File: src/rtl/bist_controller16.sv
// bist_controller16: LFSR pattern sequencer for a 16-bit MISR; holds the analyzer in reset until
// the first response arrives, then captures and checks the signature after the last one.
module bist_controller16 #(
    parameter int CNT_W   = 16,
    parameter int LATENCY = 2
) (
    input  logic             clk,
    input  logic             reset_b,
    input  logic             start,
    input  logic [CNT_W-1:0] pattern_count,
    input  logic [15:0]      seed,
    input  logic [15:0]      golden,
    input  logic             abort,
    output logic [15:0]      pat_out,
    output logic             pat_valid,
    output logic             sa_reset_b,
    input  logic [15:0]      sa_out,
    output logic             busy,
    output logic             done,
    output logic             pass,
    output logic [15:0]      signature
);
    typedef enum logic [2:0] {IDLE, INIT, RUN, DRAIN, CAPTURE} state_t;
    localparam logic [3:0] LAT4  = 4'(LATENCY);
    localparam logic [2:0] DLAST = 3'(LATENCY - 1);
    state_t state_q, state_d;
    logic [CNT_W-1:0] n_q, n_d, cnt_q, cnt_d;
    logic [2:0] dcnt_q, dcnt_d;
    logic [3:0] lat_q, lat_d;
    logic [15:0] lfsr_q, lfsr_d, golden_q, golden_d;
    logic [15:0] pat_out_q, pat_out_d, signature_q, signature_d;
    logic pat_valid_q, pat_valid_d, sa_reset_b_q, sa_reset_b_d;
    logic busy_q, busy_d, done_q, done_d, pass_q, pass_d;
    logic last_pat, seq;
    assign last_pat = cnt_q == n_q - 1'b1;
    assign seq = state_q == RUN || state_q == DRAIN;
    always_comb begin
        state_d     = state_q;
        n_d         = n_q;
        cnt_d       = cnt_q;
        dcnt_d      = dcnt_q;
        lfsr_d      = lfsr_q;
        golden_d    = golden_q;
        signature_d = signature_q;
        pass_d      = pass_q;
        done_d      = 1'b0;
        case (state_q)
            IDLE: if (start && !abort) begin
                state_d     = INIT;
                n_d         = pattern_count;
                lfsr_d      = (seed == 16'h0000) ? 16'h0001 : seed;
                golden_d    = golden;
                signature_d = '0;
                pass_d      = 1'b0;
            end
            INIT: begin
                state_d = (n_q == '0) ? CAPTURE : RUN;
                cnt_d   = '0;
            end
            RUN: begin
                cnt_d  = cnt_q + 1'b1;
                dcnt_d = '0;
                lfsr_d = {lfsr_q[14:0], 1'b0} ^ (lfsr_q[15] ? 16'h100B : 16'h0000);
                if (last_pat) state_d = (LATENCY == 0) ? CAPTURE : DRAIN;
            end
            DRAIN: begin
                dcnt_d = dcnt_q + 1'b1;
                if (dcnt_q == DLAST) state_d = CAPTURE;
            end
            CAPTURE: begin
                state_d     = IDLE;
                done_d      = 1'b1;
                signature_d = sa_out;
                pass_d      = sa_out == golden_q;
            end
            default: state_d = IDLE;
        endcase
        if (abort && state_q != IDLE) begin
            state_d     = IDLE;
            done_d      = 1'b0;
            signature_d = signature_q;
            pass_d      = pass_q;
        end
        // lat counts RUN/DRAIN cycles, saturating at LATENCY: the analyzer is released once it is reached
        lat_d        = seq ? lat_q + {3'b000, lat_q < LAT4} : '0;
        pat_valid_d  = state_d == RUN;
        pat_out_d    = pat_valid_d ? lfsr_d : '0;
        sa_reset_b_d = (state_d == RUN || state_d == DRAIN) && lat_d >= LAT4;
        busy_d       = state_d != IDLE;
    end
    always_ff @(posedge clk or negedge reset_b) begin
        if (!reset_b) begin
            state_q      <= IDLE;
            n_q          <= '0;
            cnt_q        <= '0;
            dcnt_q       <= '0;
            lat_q        <= '0;
            lfsr_q       <= '0;
            golden_q     <= '0;
            pat_out_q    <= '0;
            signature_q  <= '0;
            pat_valid_q  <= 1'b0;
            sa_reset_b_q <= 1'b0;
            busy_q       <= 1'b0;
            done_q       <= 1'b0;
            pass_q       <= 1'b0;
        end else begin
            state_q      <= state_d;
            n_q          <= n_d;
            cnt_q        <= cnt_d;
            dcnt_q       <= dcnt_d;
            lat_q        <= lat_d;
            lfsr_q       <= lfsr_d;
            golden_q     <= golden_d;
            pat_out_q    <= pat_out_d;
            signature_q  <= signature_d;
            pat_valid_q  <= pat_valid_d;
            sa_reset_b_q <= sa_reset_b_d;
            busy_q       <= busy_d;
            done_q       <= done_d;
            pass_q       <= pass_d;
        end
    end
    assign pat_out    = pat_out_q;
    assign pat_valid  = pat_valid_q;
    assign sa_reset_b = sa_reset_b_q;
    assign busy       = busy_q;
    assign done       = done_q;
    assign pass       = pass_q;
    assign signature  = signature_q;
endmodule

File: config.mk
export PLATFORM = sky130hd
export DESIGN_NAME = bist_controller16
export DESIGN_NICKNAME = d
export VERILOG_FILES = /design/src/rtl/bist_controller16.sv
export SDC_FILE = /design/constraint.sdc
export NUM_CORES = 1
export LEC_CHECK = 0
export ABC_CLOCK_PERIOD_IN_PS = 2110
export BUFFER_PORTS_ARGS = -buffer_cell sky130_fd_sc_hd__clkbuf_2
export CELL_PAD_IN_SITES_DETAIL_PLACEMENT = 2
export CELL_PAD_IN_SITES_GLOBAL_PLACEMENT = 2
export CORE_ASPECT_RATIO = 0.6
export CORE_MARGIN = 2
export CORE_UTILIZATION = 33
export CTS_BUF_LIST = sky130_fd_sc_hd__clkbuf_2 sky130_fd_sc_hd__clkbuf_4 sky130_fd_sc_hd__clkbuf_8
export CTS_CLUSTER_SIZE = 24
export DETAILED_ROUTE_END_ITERATION = 8
export GPL_ROUTABILITY_DRIVEN = 0
export PLACE_DENSITY = 0.87
export SETUP_SLACK_MARGIN = 0.02
export SYNTH_ARGS = -nofsm -noshare
export SYNTH_HDL_FRONTEND = slang
export SYNTH_SLANG_ARGS = --single-unit
File: constraint.sdc
create_clock -name clk -period 2.11 [get_ports clk]
set_input_delay 0.3165 -clock clk [delete_from_list [all_inputs] [get_ports clk]]
set_output_delay 0.3165 -clock clk [all_outputs]
set_load 0.02 [all_outputs]
* Word-level counts from Yosys, hierarchy flattened
Index checks and enable logic that the tools add are counted.
Storage, ports and cells: register bits 111, input bits 68, output and inout bits 37, logic and storage cells 68
Cells by class: add/sub/neg operators 4, magnitude comparators 2, eq/ne operators 10, mux-type cells 20, bitwise operators 2, reduce and logical (&&, ||, !) cells 16
Operator list (count):
- $pmux W16 S2 | 3
- $mux W16 | 4
- $eq A16 B16 Y1 | 2
- $logic_not A16 Y1 | 2
- $add A16 B1 Y16 const B | 1
- $sub A16 B1 Y16 const B | 1
- $xor A16 B13 Y16 | 1
- $mux W3 | 5
- $mux W13 | 1
- $eq A3 B2 Y1 const B | 4
- $pmux W3 S4 | 1
- $eq A3 B1 Y1 const B | 2
- $pmux W3 S2 | 1
- $reduce_bool A2 Y1 | 3
- $reduce_bool A3 Y1 | 2
- $add A4 B1 Y4 | 1
- $ge A4 B2 Y1 const B | 1
- $lt A4 B2 Y1 const B | 1
- $mux W4 | 1
- $add A3 B1 Y3 const B | 1
- $eq A3 B3 Y1 const B | 1
- $logic_and A1 B1 Y1 | 3
- $logic_not A3 Y1 | 1
- $mux W1 | 3
- other kinds (7) | 8

* Longest topological paths before layout
depth after elaboration 8, gate-level depth with buffers 10, depth with buffers taken out 8

* Least setup slack after synthesis
Ideal clock, no wire load.
path type reg2reg, start register n_q[0], end register pat_out_q[11] (netlist: pat_out[11]), setup time 0.128 ns, arrival 2.071 ns, data required time 1.982 ns, setup slack -0.089 ns, stages on the path, launching flop included 11, path buffers 2, period minus slack after synthesis 2.199 ns, cell sequence dfrtp_1 > inv_1 > ha_1 > nor4b_4 > nand4b_1 > xnor2_1 > a2111oi_4 > o2111a_1 > buf_6 > buf_12 > nor3b_1
On the way: longest elaborated chain between the ends 7, elaborated cells between the ends (all ways) 9, classes of those cells 1 x add/sub; 2 x eq/ne; 5 x mux; 1 x reduce/logical
RTL lines:
- start: declaration | RTL line 27 | logic [CNT_W-1:0] n_q, n_d, cnt_q, cnt_d;
- start signal: assignment | RTL line 109 | n_q <= n_d;
- $sub A16 B1 Y16 | RTL line 35 | assign last_pat = cnt_q == n_q - 1'b1;
- $eq A16 B16 Y1 | RTL line 35
- $mux W3 | RTL line 64 | if (last_pat) state_d = (LATENCY == 0) ? CAPTURE : DRAIN;
- $pmux W3 S4 * | RTL line 47 | case (state_q)
- $mux W3 * | RTL line 78 | if (abort && state_q != IDLE) begin
- $eq A3 B2 Y1 * | RTL line 86 | pat_valid_d = state_d == RUN;
- $mux W16 * | RTL line 87 | pat_out_d = pat_valid_d ? lfsr_d : '0;
- named net pat_out_d[11] | RTL line 31 | logic [15:0] pat_out_q, pat_out_d, signature_q, signature_d;
- end signal: assignment | RTL line 115 | pat_out_q <= pat_out_d;
- end: declaration | RTL line 31
Mark *: on every way through the listed nets, which the timed path passes. The rest lies on a longest branch. A chain may end at the register's enable or synchronous reset.

* Final worst setup path
start register n_q[1], end register pat_out_q[8] (netlist: pat_out[8])
Same word-level chain as after synthesis.

==> impl_summary.md <==
Outcome
The flow ran to the end, but the final reports show violations. The checks that failed: negative setup slack.

Drt
Across all layers, the routed design uses 4,469 vias. For this run, design rule violations remaining after detail routing come to 0. The post-detailed-route count of antenna-violating nets is 0. In the final routed layout, each cell accounts on average for 22.0 µm. In the routed layout, each cell is associated on average with a via count of 5.25.

The wire length reported by the detailed router is 18,700 µm. For this block, the initial DRC count from the detailed router was 197. The count of TritonRoute iterations in the first routing pass is 4.

Flow run
The max capacitance violation total is 0.

Worst setup path
In this run the register-to-register setup slack is -0.31 ns. STA classifies the critical path startpoint as a flip-flop. Of all nets on the critical path, the largest fanout is 18. By startpoint and endpoint, the worst setup path is classified as reg -> reg. The worst register-to-register path begins at n_q[1]. Data on the critical path arrives at its endpoint at 2.70 ns. The capturing point of the worst reg2reg path is pat_out[8]. The data required time at the worst endpoint is 2.40 ns. Measured in cells, the most critical reg-to-reg path has a length of 9. The capturing element type of the critical path is a flip-flop.

Hold path
For hold timing, the worst endpoint is golden_q[14]. The class of the worst hold path is in -> reg. The number of cells traversed by the worst hold path is 2.

In this run the most critical hold path is launched from golden[14].

Synthesis
The average instance area after synthesis is 10.6 µm². The Yosys warning count is 0. The most common flop cell mapped by yosys is dfrtp_1. The fraction of synthesis flops using an asynchronous set or reset pin is 100%. The number of flops mapped to enable cells by yosys is 0. Sequential cells were found to cover 51.8% of the synthesized design area. In the synthesized netlist, the number of instances is 506. Synthesis inferred 111 register bits. The number of nets handed over by synthesis was 580.

Synthesis instantiated 54 different standard cells from the library. Summing every instance area after synthesis gives 0.00536 mm².

Floorplanning
The die area is 0.0173 mm². The core area is 0.0161 mm². The die span in y is 103 µm. Once the floorplan was initialized, standard cells occupied 33.3% of the core. During I/O placement, the number of pins put on the boundary was 105. The total number of placement rows is 36. The x dimension of the die is 169 µm.

Cells and area
The final core utilization is 41.9%. The count of antenna diodes in the layout is 0. For this run, the post-layout net count is 712. The area added between synthesis and finish is 25.7%. The filler cells instantiated in the layout total 1,697. The post-route netlist has 35.3% of its cells at a drive strength greater than 1.

STA
The worst relative slew slack is 61.8%. The number of hold-slack violations in the final timing report is 0. The worst setup skew after layout is 0.0189 ns. The pin slew with the least headroom to its limit is 0.573 ns. Setup repair after global routing could not meet its margin everywhere.

For the finished layout, the period the worst path requires is 2.42 ns. The final critical-path setup slack is -0.308 ns. The max-slew violation count is 0. The final total negative setup slack is -5.38 ns.

Setup violations remaining at the end of the flow were counted as 19. The highest achievable clock rate is 0.414 GHz. The final cycle utilization of the critical path is 115%.

Clock network
The number of buffers on the longest clock path is 2. The number of clock buffers inserted by TritonCTS is 9. The number of clock sinks is 111. The clock tree from TritonCTS is built. The clock latency reported for the late side of the worst-skew pair is 0.39 ns. After clock tree synthesis, the clock-pin slew on the worst setup and hold paths is 0.13 ns.

The CTS H-tree depth is 3. The tree is rooted in a clkbuf_8.

Power and ir drop
Power spread over the standard cell area amounts to 820 mW/mm². The switching power summed over all nets is 0.00194 W. Sequential cells account for 49.0% of the total power.

The share of total power consumed by net switching is 35.1%. The worst-case vdd ir drop is 0.352 mV. The total internal power is 0.00358 W. The leakage power is 3.05 nW. The proportion of power drawn by combinational gates is 26.9%. The fraction of power consumed by the clock network is 24.1%.

GRT
The via count of the first global-routing pass is 5,091. After global routing the overflow that remains totals 0. The first global-routing pass estimated 28,500 µm of wire. The number of antenna violations at the first check in global routing is 0. The maximum number of pins on one net before global-route repair is 52.

The overall routing resource usage is 21.4%.

Place
Input and output buffers added on the ports amount to 104. The post-DP HPWL is 12,900 µm. At the placement stage, the worst setup path has a slack of -0.389 ns.
==> synthesized netlist by cell type, types with 2 or more instances <==
master	number	area, µm²
nor4_1	7	43.8
o2111a_1	2	22.5
o41ai_1	2	17.5
clkbuf_1	18	67.6
nand2b_1	4	25.0
nor2b_1	3	18.8
nand2_1	84	315
a21oi_1	6	30.0
xor2_1	10	87.6
xnor2_1	31	272
nor3b_1	17	128
o31ai_1	2	15.0
or2_2	2	12.5
buf_2	4	20.0
o211ai_1	5	37.5
a221o_1	3	30.0
and3_1	4	25.0
a31oi_1	2	12.5
mux2_2	31	349
and2_1	4	25.0
nor3_1	5	25.0
nand3b_1	4	30.0
ha_1	6	75.1
nand4_1	12	75.1
dfrtp_1	111	2780
a22oi_1	13	97.6
o21ai_0	38	190
a22o_1	2	17.5
mux2i_1	4	40.0
inv_1	7	26.3
nand4b_1	2	17.5
nor2_1	26	97.6
nand3_1	11	55.1
or3b_1	2	17.5
buf_6	3	33.8
==> critical path: stages, from the launching register on <==
cell	delay (ns)
dfrtp_1	0.42
inv_2	0.12
ha_4	0.22
xnor2_1	0.13
nor4_2	0.32
o211ai_1	0.22
a2111oi_4	0.35
o2111a_2	0.29
buf_12	0.17
nor3b_1	0.08
==> sequential cells by signal (all words and copies together) (netlist names), 4 cells and up <==
name / cells
cnt_q: 16
n_q: 16
lfsr_q: 16
pat_out: 16
signature: 16
golden_q: 16
lat_q: 4
==> cell families (layout without fill, tap and decap cells) <==
logic type | count (synthesis) | count (layout) | share of synthesized area (%)
flip-flops | 111 | 111 | 51.8
AO/OA/AOI/OAI | 81 | 81 | 10.1
XOR/XNOR | 41 | 41 | 6.70
buffers and inverters | 35 | 172 | 3.34
adder cells (fa/ha/maj) | 6 | 6 | 1.40
AND/OR/NAND/NOR | 197 | 197 | 19.4
multiplexers | 35 | 35 | 7.26
==> placed cells by master, fill, tap and decap left out, types with 5 or more instances in the layout <==
cell	n
o211ai_1	5
dfrtp_1	110
nor2_1	24
mux2_2	31
nand2_1	83
nand4_1	12
inv_1	5
buf_12	6
clkbuf_8	9
clkbuf_2	103
a22oi_1	13
nand3_1	11
xor2_1	10
o21ai_0	37
nor4_1	5
buf_4	38
nor3b_1	17
xnor2_1	30
ha_1	5
==> repair_timing <==
| item | in CTS | in global routing |
|---|---|---|
| setup endpoints to repair | 22 | 40 |
| gates cloned | 0 | 1 |
| gates resized for setup | 12 | 7 |
| pin swaps | 6 | 3 |
| endpoints found under the hold margin | 38 | 0 |
| hold buffers | 1 | 0 |
| buffers inserted | 4 | 1 |
==> cell type report <==
type | instances | area [µm²] | area share [%]
inverters | 7 | 26.3 | 0.390
clock inverters | 7 | 81.3 | 1.21
multi-input cells | 360 | 2510 | 37.3
repair buffers | 149 | 956 | 14.2
well taps | 209 | 262 | 3.88
flip-flops and latches | 111 | 2780 | 41.2
clock buffers | 9 | 124 | 1.84
==> through the flow <==
step | cells | area [µm²] | hold WS [ns] | total power (W)
after global placement | 829 | 6380 | 0.333 | 0.00397
after CTS | 850 | 6680 | 0.136 | 0.00553
after global routing | 852 | 6740 | 0.143 | 0.00580
after floorplan | 506 | 5390 | 0.0209 | 0.00350
final | 852 | 6740 | 0.156 | 0.00552
after detailed placement | 829 | 6380 | 0.342 | 0.00411
==> routing by layer <==
layer | track usage, % | wire length (µm) | part of all wire [%] | up-vias
met5 | 0 | 0 | 0 | -
met4 | 5.50 | 289 | 1.5 | 0
met3 | 3.99 | 697 | 3.7 | 25
met2 | 38.7 | 9470 | 50 | 101
met1 | 27.0 | 8300 | 44 | 2303
li1 | - | - | - | 2040
==> worst max-delay path by stage <==
stage                     cells past startpoint           to        from
after CTS                                     9   state_q[0]      n_q[1]
final                                         9   pat_out[8]      n_q[1]
after global routing                          9   state_q[0]      n_q[1]
after detailed placement                      9  pat_out[14]      n_q[1]
after global placement                        9   pat_out[7]      n_q[1]
after floorplan                               9  pat_out[11]  state_q[1]
==> power groups by stage <==
| stage | registers, W | logic [W] | clock network, W |
|---|---|---|---|
| 3_3_place_gp | 0.00269 | 0.00128 | 0 |
| 4_1_cts | 0.00271 | 0.00145 | 0.00136 |
| 2_1_floorplan | 0.00267 | 0.000823 | 0 |
| 6_report | 0.00271 | 0.00148 | 0.00133 |
| 3_5_place_dp | 0.00273 | 0.00138 | 0 |
| 5_1_grt | 0.00275 | 0.00161 | 0.00144 |
No activity file was read; power rests on OpenSTA's default activity.
